$ cat src/rtl/baud_tick_gen_if.sv
// Baud tick generator bus: control strobes in, tick pulses and active divisor out.
interface baud_tick_gen_if #(
  parameter int unsigned DIV_W = 16
) ();
  logic             en;
  logic [DIV_W-1:0] div_value;
  logic             div_load;
  logic             resync;
  logic             sample_tick;
  logic             mid_tick;
  logic             bit_tick;
  logic             sample_clk;
  logic [DIV_W-1:0] div_active;

  // Controller side drives the strobes and observes the ticks
  modport master (
    output en, div_value, div_load, resync,
    input  sample_tick, mid_tick, bit_tick, sample_clk, div_active
  );

  // Generator side
  modport slave (
    input  en, div_value, div_load, resync,
    output sample_tick, mid_tick, bit_tick, sample_clk, div_active
  );
endinterface

$ cat src/rtl/baud_tick_gen.sv
// Programmable baud tick generator: divides clk into oversampling ticks, then
// derives bit-centre and bit-end pulses from an OSR-deep oversample counter.
module baud_tick_gen #(
  parameter int unsigned DIV_W     = 16,
  parameter int unsigned OSR       = 16,
  parameter int unsigned DIV_RESET = 15
) (
  input logic            clk,
  input logic            rst_n,
  baud_tick_gen_if.slave bus
);
  localparam int unsigned      OS_W    = $clog2(OSR);
  localparam logic [OS_W-1:0]  OS_MID  = OS_W'(OSR / 2 - 1);
  localparam logic [OS_W-1:0]  OS_LAST = OS_W'(OSR - 1);
  localparam logic [DIV_W-1:0] DIV_RST = DIV_W'(DIV_RESET);

  logic [DIV_W-1:0] div_cnt_q, div_cnt_d;
  logic [DIV_W-1:0] div_active_q, div_active_d;
  logic [DIV_W-1:0] shadow_q, shadow_d;
  logic             pend_q, pend_d;
  logic [OS_W-1:0]  os_cnt_q, os_cnt_d;
  logic             sample_tick_q, sample_tick_d;
  logic             mid_tick_q, mid_tick_d;
  logic             bit_tick_q, bit_tick_d;
  logic             sample_clk_q, sample_clk_d;
  logic [DIV_W-1:0] div_last_c;

  // Terminal count of the divider; a zero divisor behaves as one
  always_comb begin
    div_last_c = (div_active_q == '0) ? '0 : div_active_q - DIV_W'(1);
  end

  // Next-state: en low and resync clear the phase, otherwise count and tick on wrap
  always_comb begin
    div_cnt_d     = div_cnt_q;
    div_active_d  = div_active_q;
    shadow_d      = shadow_q;
    pend_d        = pend_q;
    os_cnt_d      = os_cnt_q;
    sample_tick_d = 1'b0;
    mid_tick_d    = 1'b0;
    bit_tick_d    = 1'b0;
    sample_clk_d  = sample_clk_q;

    if (!bus.en || bus.resync) begin
      // Phase restart; a load here applies at once since no period is in flight
      div_cnt_d = '0;
      os_cnt_d  = '0;
      if (bus.div_load) begin
        div_active_d = bus.div_value;
        shadow_d     = bus.div_value;
        pend_d       = 1'b0;
      end
    end else begin
      if (bus.div_load) begin
        shadow_d = bus.div_value;
        pend_d   = 1'b1;
      end
      if (div_cnt_q == div_last_c) begin
        div_cnt_d     = '0;
        sample_tick_d = 1'b1;
        sample_clk_d  = ~sample_clk_q;
        mid_tick_d    = (os_cnt_q == OS_MID);
        bit_tick_d    = (os_cnt_q == OS_LAST);
        os_cnt_d      = (os_cnt_q == OS_LAST) ? '0 : os_cnt_q + OS_W'(1);
        // Pending divisor switches in on the wrap so the old period completes
        if (pend_q || bus.div_load) begin
          div_active_d = bus.div_load ? bus.div_value : shadow_q;
          pend_d       = 1'b0;
        end
      end else begin
        div_cnt_d = div_cnt_q + DIV_W'(1);
      end
    end
  end

  // State and output registers
  always_ff @(posedge clk or negedge rst_n) begin
    if (!rst_n) begin
      div_cnt_q     <= '0;
      div_active_q  <= DIV_RST;
      shadow_q      <= DIV_RST;
      pend_q        <= 1'b0;
      os_cnt_q      <= '0;
      sample_tick_q <= 1'b0;
      mid_tick_q    <= 1'b0;
      bit_tick_q    <= 1'b0;
      sample_clk_q  <= 1'b0;
    end else begin
      div_cnt_q     <= div_cnt_d;
      div_active_q  <= div_active_d;
      shadow_q      <= shadow_d;
      pend_q        <= pend_d;
      os_cnt_q      <= os_cnt_d;
      sample_tick_q <= sample_tick_d;
      mid_tick_q    <= mid_tick_d;
      bit_tick_q    <= bit_tick_d;
      sample_clk_q  <= sample_clk_d;
    end
  end

  assign bus.sample_tick = sample_tick_q;
  assign bus.mid_tick    = mid_tick_q;
  assign bus.bit_tick    = bit_tick_q;
  assign bus.sample_clk  = sample_clk_q;
  assign bus.div_active  = div_active_q;
endmodule
$ cat src/flat_wrapper.sv
// flat-port wrapper written by rule: the top's interface ports become plain ports
module baud_tick_gen_flat 
#(
  parameter int unsigned DIV_W     = 16,
  parameter int unsigned OSR       = 16,
  parameter int unsigned DIV_RESET = 15
)
  (clk, rst_n, bus_en, bus_div_value, bus_div_load, bus_resync, bus_sample_tick, bus_mid_tick, bus_bit_tick, bus_sample_clk, bus_div_active);
  baud_tick_gen_if #(.DIV_W(DIV_W)) bus_i ();
  input logic clk;
  input logic rst_n;
  input wire logic [$bits(bus_i.en)-1:0] bus_en;
  input wire logic [$bits(bus_i.div_value)-1:0] bus_div_value;
  input wire logic [$bits(bus_i.div_load)-1:0] bus_div_load;
  input wire logic [$bits(bus_i.resync)-1:0] bus_resync;
  output wire logic [$bits(bus_i.sample_tick)-1:0] bus_sample_tick;
  output wire logic [$bits(bus_i.mid_tick)-1:0] bus_mid_tick;
  output wire logic [$bits(bus_i.bit_tick)-1:0] bus_bit_tick;
  output wire logic [$bits(bus_i.sample_clk)-1:0] bus_sample_clk;
  output wire logic [$bits(bus_i.div_active)-1:0] bus_div_active;
  assign bus_i.en = bus_en;
  assign bus_i.div_value = bus_div_value;
  assign bus_i.div_load = bus_div_load;
  assign bus_i.resync = bus_resync;
  assign bus_sample_tick = bus_i.sample_tick;
  assign bus_mid_tick = bus_i.mid_tick;
  assign bus_bit_tick = bus_i.bit_tick;
  assign bus_sample_clk = bus_i.sample_clk;
  assign bus_div_active = bus_i.div_active;
  baud_tick_gen #(.DIV_W(DIV_W), .OSR(OSR), .DIV_RESET(DIV_RESET)) u_core (.clk(clk), .rst_n(rst_n), .bus(bus_i));
endmodule
$ cat config.mk
export PLATFORM = sky130hd
export DESIGN_NAME = baud_tick_gen_flat
export DESIGN_NICKNAME = d
export VERILOG_FILES = /design/src/rtl/baud_tick_gen_if.sv /design/src/rtl/baud_tick_gen.sv /design/src/flat_wrapper.sv
export SDC_FILE = /design/constraint.sdc
export NUM_CORES = 1
export LEC_CHECK = 0
export ABC_AREA = 1
export CAP_MARGIN = 30
export CORE_AREA = 2 2 86 88
export DETAILED_ROUTE_END_ITERATION = 16
export DIE_AREA = 0 0 88 90
export DONT_BUFFER_PORTS = 1
export GPL_TIMING_DRIVEN = 0
export SLEW_MARGIN = 20
export SYNTH_ARGS = -nofsm -noshare
export SYNTH_HDL_FRONTEND = slang
export SYNTH_SLANG_ARGS = --single-unit
$ cat constraint.sdc
create_clock -name clk -period 3 [get_ports clk]
set_input_delay 0.3 -clock clk [delete_from_list [all_inputs] [get_ports clk]]
set_output_delay 0.3 -clock clk [all_outputs]
set_load 0.05 [all_outputs]
==> impl_results.md, run 1 <==
- Most frequent cells in the layout: 155 x nand2_1, 55 x inv_1, 50 x nand3_1, 49 x dfrtp_1, 45 x nor2_1
- Synth warnings: 0
- DIE HEIGHT: roughly 90 µm
- Growth of design area from synthesis to finish: 11.4%
- Reg2Reg Capture Point: u_core.os_cnt_q[3]$_DFFE_PN0P_
- Setup crit end kind: flip-flop
- Root buf cell: clkbuf_8
- Least-Margin Pin Slew: approximately 650 ps
- WHS Endpoint: u_core.shadow_q[0]$_DFF_PN1_
- H-tree depth: 3
- R2R Setup Slk: between 200 and 250 ps
- CP Class: flip-flop to flip-flop
- # fillers: between 600 and 700
- Final HPWL DP: around 5900 µm
- Vias in the first global route: approximately 2800
- Worst hold-check path type: input pin to flip-flop
- Drt via density: around 4.9
- PnR worst setup slack: roughly 220 ps
- Crit-path max cell delay: between 700 and 800 ps
- Io pins: between 40 and 50
- Max transition margin: around 57%
- GRT Total Usage: a little over a fifth
- Clk_skew: between 7 and 8 ps
- Place WS: -67.5 ps
- Drt pass-1 iters: 4
- CTS tree: done
- Total gr overflow: 0
- Unique cell type count in the Yosys netlist: 27
- ANT nets after route: 0
- Maximum vdd drop: between 0.3 and 0.4 mV
- Clock Pin Slew Worst Setup and Hold Paths: roughly 70 ps
- Final core occ: 53.7%
- Core area: 7020 µm²
- Mapped cell area: 3380 µm²
- Post-route cell area: 3770 µm²
- Die span in x: about 88 µm
- Wirelength per Cell: 13.1 µm
- P_leak: about 1.8 nW
- Final hold vios: 0
- Worst hold stages: 2
- # rows: 31
- Fin crit period: between 2000 and 3000 ps
- Status: completed
- CP startpoint kind: flip-flop
- Max_cap viols: 0
- Final setup violation count: 0
- Total Routed Length: 7880 µm
- Initial drt markers: between 100 and 150
- Clock Tree Buf Depth: 2
- R2R cell count: 15
- Achievable Freq: between 300 and 400 MHz
- Inserted Clock Buffers: 9
- First-pass GRT wire length: ~13000 µm
- Post-synthesis sequential area ratio: between 40% and 50%
- Fin nets: ~520
- IO buf count: 0
- Die ar.: about 7900 µm²
- Clock Latency Late Sink: about 340 ps
- Worst EP arrival: roughly 3000 ps
- Register Area: 1440 µm²
- Vias: 2954
- Hold_sp: bus_div_value[0]
- N_diodes: 0
- CP required: ~3300 ps
- Initial antenna violation count: 0
- Slowest CP cell: dfstp_4
- Period utilization: 92.8%
- Most used cell, CP: nand2_1
- Final Slew Violations: 0
- Pwr/cell area: around 590 nW/µm²
- Critical Path Fanout Max: 10
- RSZ-0062 raised after global routing: false
- Area of the multi-input gates: roughly 1700 µm²
- Pin count of the biggest net entering global routing: 58
- Placed Instance Area: 3510 µm²
- Layout cells sized above 1: 10.0%
- Starting density of the core: about half
- Worst R2R Start: u_core.bus.div_active[0]$_DFFE_PN1P_
- Most common cell after layout, fill and taps aside: nand2_1
- GP Congestion: ~0.86
- Syn nets: approximately 500
- Sink Count: 57
- FF+latch count, synth: 57
- DRC viols: 0
- Crit-path cells: inv_2 > ha_2 > nand2_2 > nor2_1 > nand2_2 > clkbuf_4 > nand4_1 > nand2_1 > nand2_1 > nor2_1 > nand3_4 > buf_4 > nor2_2 > nand2_1 > o21ai_0
- Syn avg cell area: 7.05 µm²
- Post-Syn Instances: 480
- Setup TNS: 0 ps
## metal layers
metal,routed length [µm],global-route usage [%]
met4,117,7.05
met5,0,0
met3,280,5.23
met2,3730,33.3
met1,3750,29.8
## registers in the layout (all words and copies together), names as in the netlist, 4 cells and up
name                   count
u_core.bus.div_active     16
u_core.div_cnt_q          16
u_core.os_cnt_q            4
u_core.shadow_q           16
## critical path: cells and delay by family (launching register included)
kind	cells	cell delay [ps]
and+or+nand+nor	10	1190
DFF	1	720
buffers and inverters	3	490
adders and majority gates	1	220
AOI/OAI and AO/OA	1	80
## logic make-up after synthesis
kind of cell / after synthesis / share of synthesized area, %
and+or+nand+nor: 291 / 37.4
AOI/OAI and AO/OA: 47 / 7.36
buffers and inverters: 72 / 9.06
xor gates and xnor gates: 10 / 2.59
adders and majority gates: 3 / 1.11
DFF: 57 / 42.5
## report_power, final
group          total, mW  internal [mW]  switching (mW)
clock network      0.722          0.403           0.319
registers           1.07          0.843           0.231
logic              0.447          0.160           0.287
## synthesized netlist by cell type (all sizes together)
| cell type | count | area, µm² |
|---|---|---|
| buf | 7 | 62.6 |
| o21ai | 37 | 185 |
| a21oi | 5 | 28.8 |
| nor2 | 53 | 221 |
| clkbuf | 8 | 30.0 |
| and2 | 1 | 6.26 |
| dfstp | 8 | 210 |
| o21bai | 3 | 22.5 |
| xor2 | 10 | 87.6 |
| nor4 | 1 | 6.26 |
| ha | 3 | 37.5 |
| dfrtp | 49 | 1230 |
| clkinv | 1 | 3.75 |
| nor3 | 13 | 65.1 |
| inv | 56 | 210 |
| nand4 | 11 | 68.8 |
| a31oi | 2 | 12.5 |
| nand3 | 51 | 268 |
| nand2 | 161 | 629 |
## layout make-up
cell class              count  share of cell area [%]
well taps                  99                    3.29
repair buffers              4                    1.39
plain buffers              15                    2.52
clock buffers              12                    3.85
inverters                  57                    5.68
flip-flops and latches     57                    38.2
clock inverters             4                    1.20
multi-input cells         351                    43.9
## stage by stage
stage               power [mW]  instances  hold WS, ps
global route              2.39        599          109
floorplan                 1.41        480         4.41
global placement          1.50        579         6.32
detailed placement        1.51        579         6.28
CTS                       2.25        597          102
finish                    2.24        599          114
## worst max path at each step
stage / startpoint / end / slack [ps] / cells after the start
3_3_place_gp: u_core.bus.div_active[0]$_DFFE_PN1P_ / u_core.bus.div_active[5]$_DFFE_PN0P_ / -60 / 16
4_1_cts: u_core.bus.div_active[0]$_DFFE_PN1P_ / u_core.bus.div_active[14]$_DFFE_PN0P_ / 20 / 16
5_1_grt: u_core.bus.div_active[1]$_DFFE_PN1P_ / u_core.bus.div_active[14]$_DFFE_PN0P_ / 7 / 18
2_1_floorplan: u_core.bus.div_active[0]$_DFFE_PN1P_ / u_core.bus.div_active[12]$_DFFE_PN0P_ / 390 / 16
3_5_place_dp: u_core.bus.div_active[0]$_DFFE_PN1P_ / u_core.bus.div_active[14]$_DFFE_PN0P_ / -70 / 16
6_report: u_core.bus.div_active[0]$_DFFE_PN1P_ / u_core.os_cnt_q[3]$_DFFE_PN0P_ / 220 / 15
## repair_timing
item	CTS	global route
hold buffers	2	0
gates resized for setup	2	4
setup endpoints to repair	22	31
cloned	0	0
hold endpoints to repair	57	0
setup buffers	0	2
Power figures use the tool's default switching activity.
==> inputs of run 2 (changes only) <==
--- a/config.mk
+++ b/config.mk
@@ -8,10 +8,12 @@
 export ABC_AREA = 1
 export CAP_MARGIN = 30
 export CORE_AREA = 2 2 86 88
+export CTS_BUF_LIST = sky130_fd_sc_hd__clkbuf_4 sky130_fd_sc_hd__clkbuf_8
 export DETAILED_ROUTE_END_ITERATION = 16
 export DIE_AREA = 0 0 88 90
 export DONT_BUFFER_PORTS = 1
 export GPL_TIMING_DRIVEN = 0
+export HOLD_SLACK_MARGIN = 0.08
 export SLEW_MARGIN = 20
 export SYNTH_ARGS = -nofsm -noshare
 export SYNTH_HDL_FRONTEND = slang
==> run 2 against run 1 <==
Net effect: largest power group unchanged; highest routed layer unchanged; via count is 0.64% higher; global-route usage stayed put; largest cell class unchanged; count of clock-buffer cells in the layout stayed put; first-iteration DRC count is 3.7% higher; critical path depth stayed put; non-clock buffer count stayed put; sequential cell count stayed put; total power is 0.71% higher; worst setup slack better by 0.81 ps; die area stayed put; sequential share of layout area is 0.076 points lower.
==> impl_results.md, run 2 (synthesized netlist as in run 1, its figures left out) <==
- Wirelength per Cell: 13.1 µm
- ANT nets after route: 0
- H-tree depth: 3
- Placed insts: between 500 and 600
- Power Total: between 2 and 2.5 mW
- Total Routed Length: 7850 µm
- Sink Count: 57
- Hold_sp: bus_div_value[0]
- Clock Latency Late Sink: around 340 ps
- Starting density of the core: 48.2%
- Clock Pin Slew Worst Setup and Hold Paths: 70 ps
- Io pins: 41
- CP required: about 3300 ps
- Vias in the first global route: 2752
- Initial drt markers: roughly 110
- Final Slew Violations: 0
- CTS tree: done
- Total gr overflow: 0
- GRT Total Usage: 21.7%
- Pwr/cell area: around 600 nW/µm²
- Achievable Freq: about 360 MHz
- Final setup violation count: 0
- Status: completed
- Reg2Reg Capture Point: u_core.os_cnt_q[3]$_DFFE_PN0P_
- WHS Endpoint: u_core.shadow_q[0]$_DFF_PN1_
- Worst EP arrival: between 3000 and 4000 ps
- Crit-path max cell delay: 720 ps
- # rows: 31
- Most frequent cells in the layout: 155 x nand2_1, 55 x inv_1, 50 x nand3_1, 49 x dfrtp_1, 45 x nor2_1
- Clock Tree Buf Depth: 2
- Die ar.: 7920 µm²
- Layout cells sized above 1: 10.4%
- First-pass GRT wire length: about 13000 µm
- R2R cell count: 15
- Critical Path Fanout Max: 10
- Clock power frac: between 30% and 40%
- CP startpoint kind: flip-flop
- Placed Instance Area: between 3000 and 4000 µm²
- Growth of design area from synthesis to finish: 11.7%
- DIE HEIGHT: 90 µm
- CP Class: flip-flop to flip-flop
- IO buf count: 0
- Combinational group share of total power: ~20%
- Worst hold-check path type: input pin to flip-flop
- RSZ-0062 raised after global routing: false
- Setup crit end kind: flip-flop
- Least-Margin Pin Slew: around 650 ps
- Vias: 2973
- Drt via density: between 4 and 5
- Die span in x: slightly below 90 µm
- Slowest CP cell: dfstp_4
- Inserted Clock Buffers: 9
- Place WS: -67.5 ps
- Worst hold stages: 2
- Final HPWL DP: just under 6000 µm
- Max transition margin: a little under three fifths
- Clk_skew: between 6 and 7 ps
- Switching pwr: between 0.8 and 0.9 mW
- Max_cap viols: 0
- Worst R2R Start: u_core.bus.div_active[0]$_DFFE_PN1P_
- Fin crit period: between 2000 and 3000 ps
- Most common cell after layout, fill and taps aside: nand2_1
- GP Congestion: ~0.86
- Pin count of the biggest net entering global routing: 58
- PnR worst setup slack: between 200 and 250 ps
- Most used cell, CP: nand2_1
- Final hold vios: 0
- Seq pwr share: between 40% and 50%
- Drt pass-1 iters: 4
- Fin nets: roughly 520
- R2R Setup Slk: about 220 ps
- Root buf cell: clkbuf_8
- Core area: roughly 7000 µm²
- Switching Share: between 30% and 40%
- Maximum vdd drop: roughly 0.34 mV
- P_int: 1.42 mW
- N_diodes: 0
- Post-route cell area: 3780 µm²
- # fillers: a little under 700
- Crit-path cells: inv_2 > ha_2 > nand2_2 > nor2_1 > nand2_2 > clkbuf_4 > nand4_1 > nand2_1 > nand2_1 > nor2_1 > nand3_4 > buf_4 > nor2_2 > nand2_1 > o21ai_0
- Initial antenna violation count: 0
- Finished Layout Cells: 599
- P_leak: between 1.5 and 2 nW
- Period utilization: between 90% and 100%
- DRC viols: 0
## run 2: changes by cell type in the layout (fill, tap and decap cells not counted)
cell      before  now
clkbuf_1      10    8
clkbuf_4       1    3
## run 2: worst max-delay path by stage
stage,startpoint,end,cells past startpoint
floorplan,u_core.bus.div_active[0]$_DFFE_PN1P_,u_core.bus.div_active[12]$_DFFE_PN0P_,16
global placement,u_core.bus.div_active[0]$_DFFE_PN1P_,u_core.bus.div_active[5]$_DFFE_PN0P_,16
detailed placement,u_core.bus.div_active[0]$_DFFE_PN1P_,u_core.bus.div_active[14]$_DFFE_PN0P_,16
CTS,u_core.bus.div_active[0]$_DFFE_PN1P_,u_core.bus.div_active[14]$_DFFE_PN0P_,16
global route,u_core.bus.div_active[1]$_DFFE_PN1P_,u_core.bus.div_active[14]$_DFFE_PN0P_,18
finish,u_core.bus.div_active[0]$_DFFE_PN1P_,u_core.os_cnt_q[3]$_DFFE_PN0P_,15
## run 2: routing by layer
metal  share of wire [%]  track usage [%]  up-vias
met5                   0                0        -
met4                 1.5             7.05        0
met3                 3.8             5.23       13
met2                  47             33.3       59
met1                  48             29.8     1342
li1                    -                -     1559
## run 2: metrics by stage
step / hold WS [ps] / setup TNS (ps) / utilization, %
after global routing: 109 / 0 / 53.8
after CTS: 102 / 0 / 53.4
after global placement: 6.32 / -818 / 49.9
after floorplan: 4.41 / 0 / -
final: 113 / 0 / 53.8
after detailed placement: 6.28 / -960 / 49.9
## run 2: cell type report
cell class	count	area [µm²]	share of cell area [%]
clock inverter	4	45.0	1.19
timing repair buffer	4	52.6	1.39
clock buffer	12	153	4.04
multi-input combinational	351	1650	43.8
buffer	15	95.1	2.52
tap	99	124	3.28
inverter	57	214	5.67
sequential	57	1440	38.1
## run 2: power groups by stage
| stage | registers [mW] | clock network, mW | logic [mW] |
|---|---|---|---|
| after global placement | 1.08 | 0 | 0.415 |
| after global routing | 1.08 | 0.795 | 0.525 |
| after floorplan | 1.06 | 0 | 0.351 |
| after detailed placement | 1.09 | 0 | 0.422 |
| after CTS | 1.07 | 0.749 | 0.448 |
| final | 1.07 | 0.738 | 0.446 |
## run 2: what timing repair did
| action | CTS | global route |
|---|---|---|
| setup endpoints to repair | 22 | 31 |
| hold endpoints to repair | 57 | 0 |
| hold buffers | 2 | 0 |
| buffers inserted | 0 | 2 |
| cloned | 0 | 0 |
| resized for setup | 2 | 4 |
## run 2: worst max-delay path, delay by kind of cell (launching register included)
| kind | cells | cell delay, ps |
|---|---|---|
| simple gates | 10 | 1180 |
| flops | 1 | 720 |
| buf+inv | 3 | 490 |
| fa+ha+maj | 1 | 220 |
| compound gates | 1 | 80 |
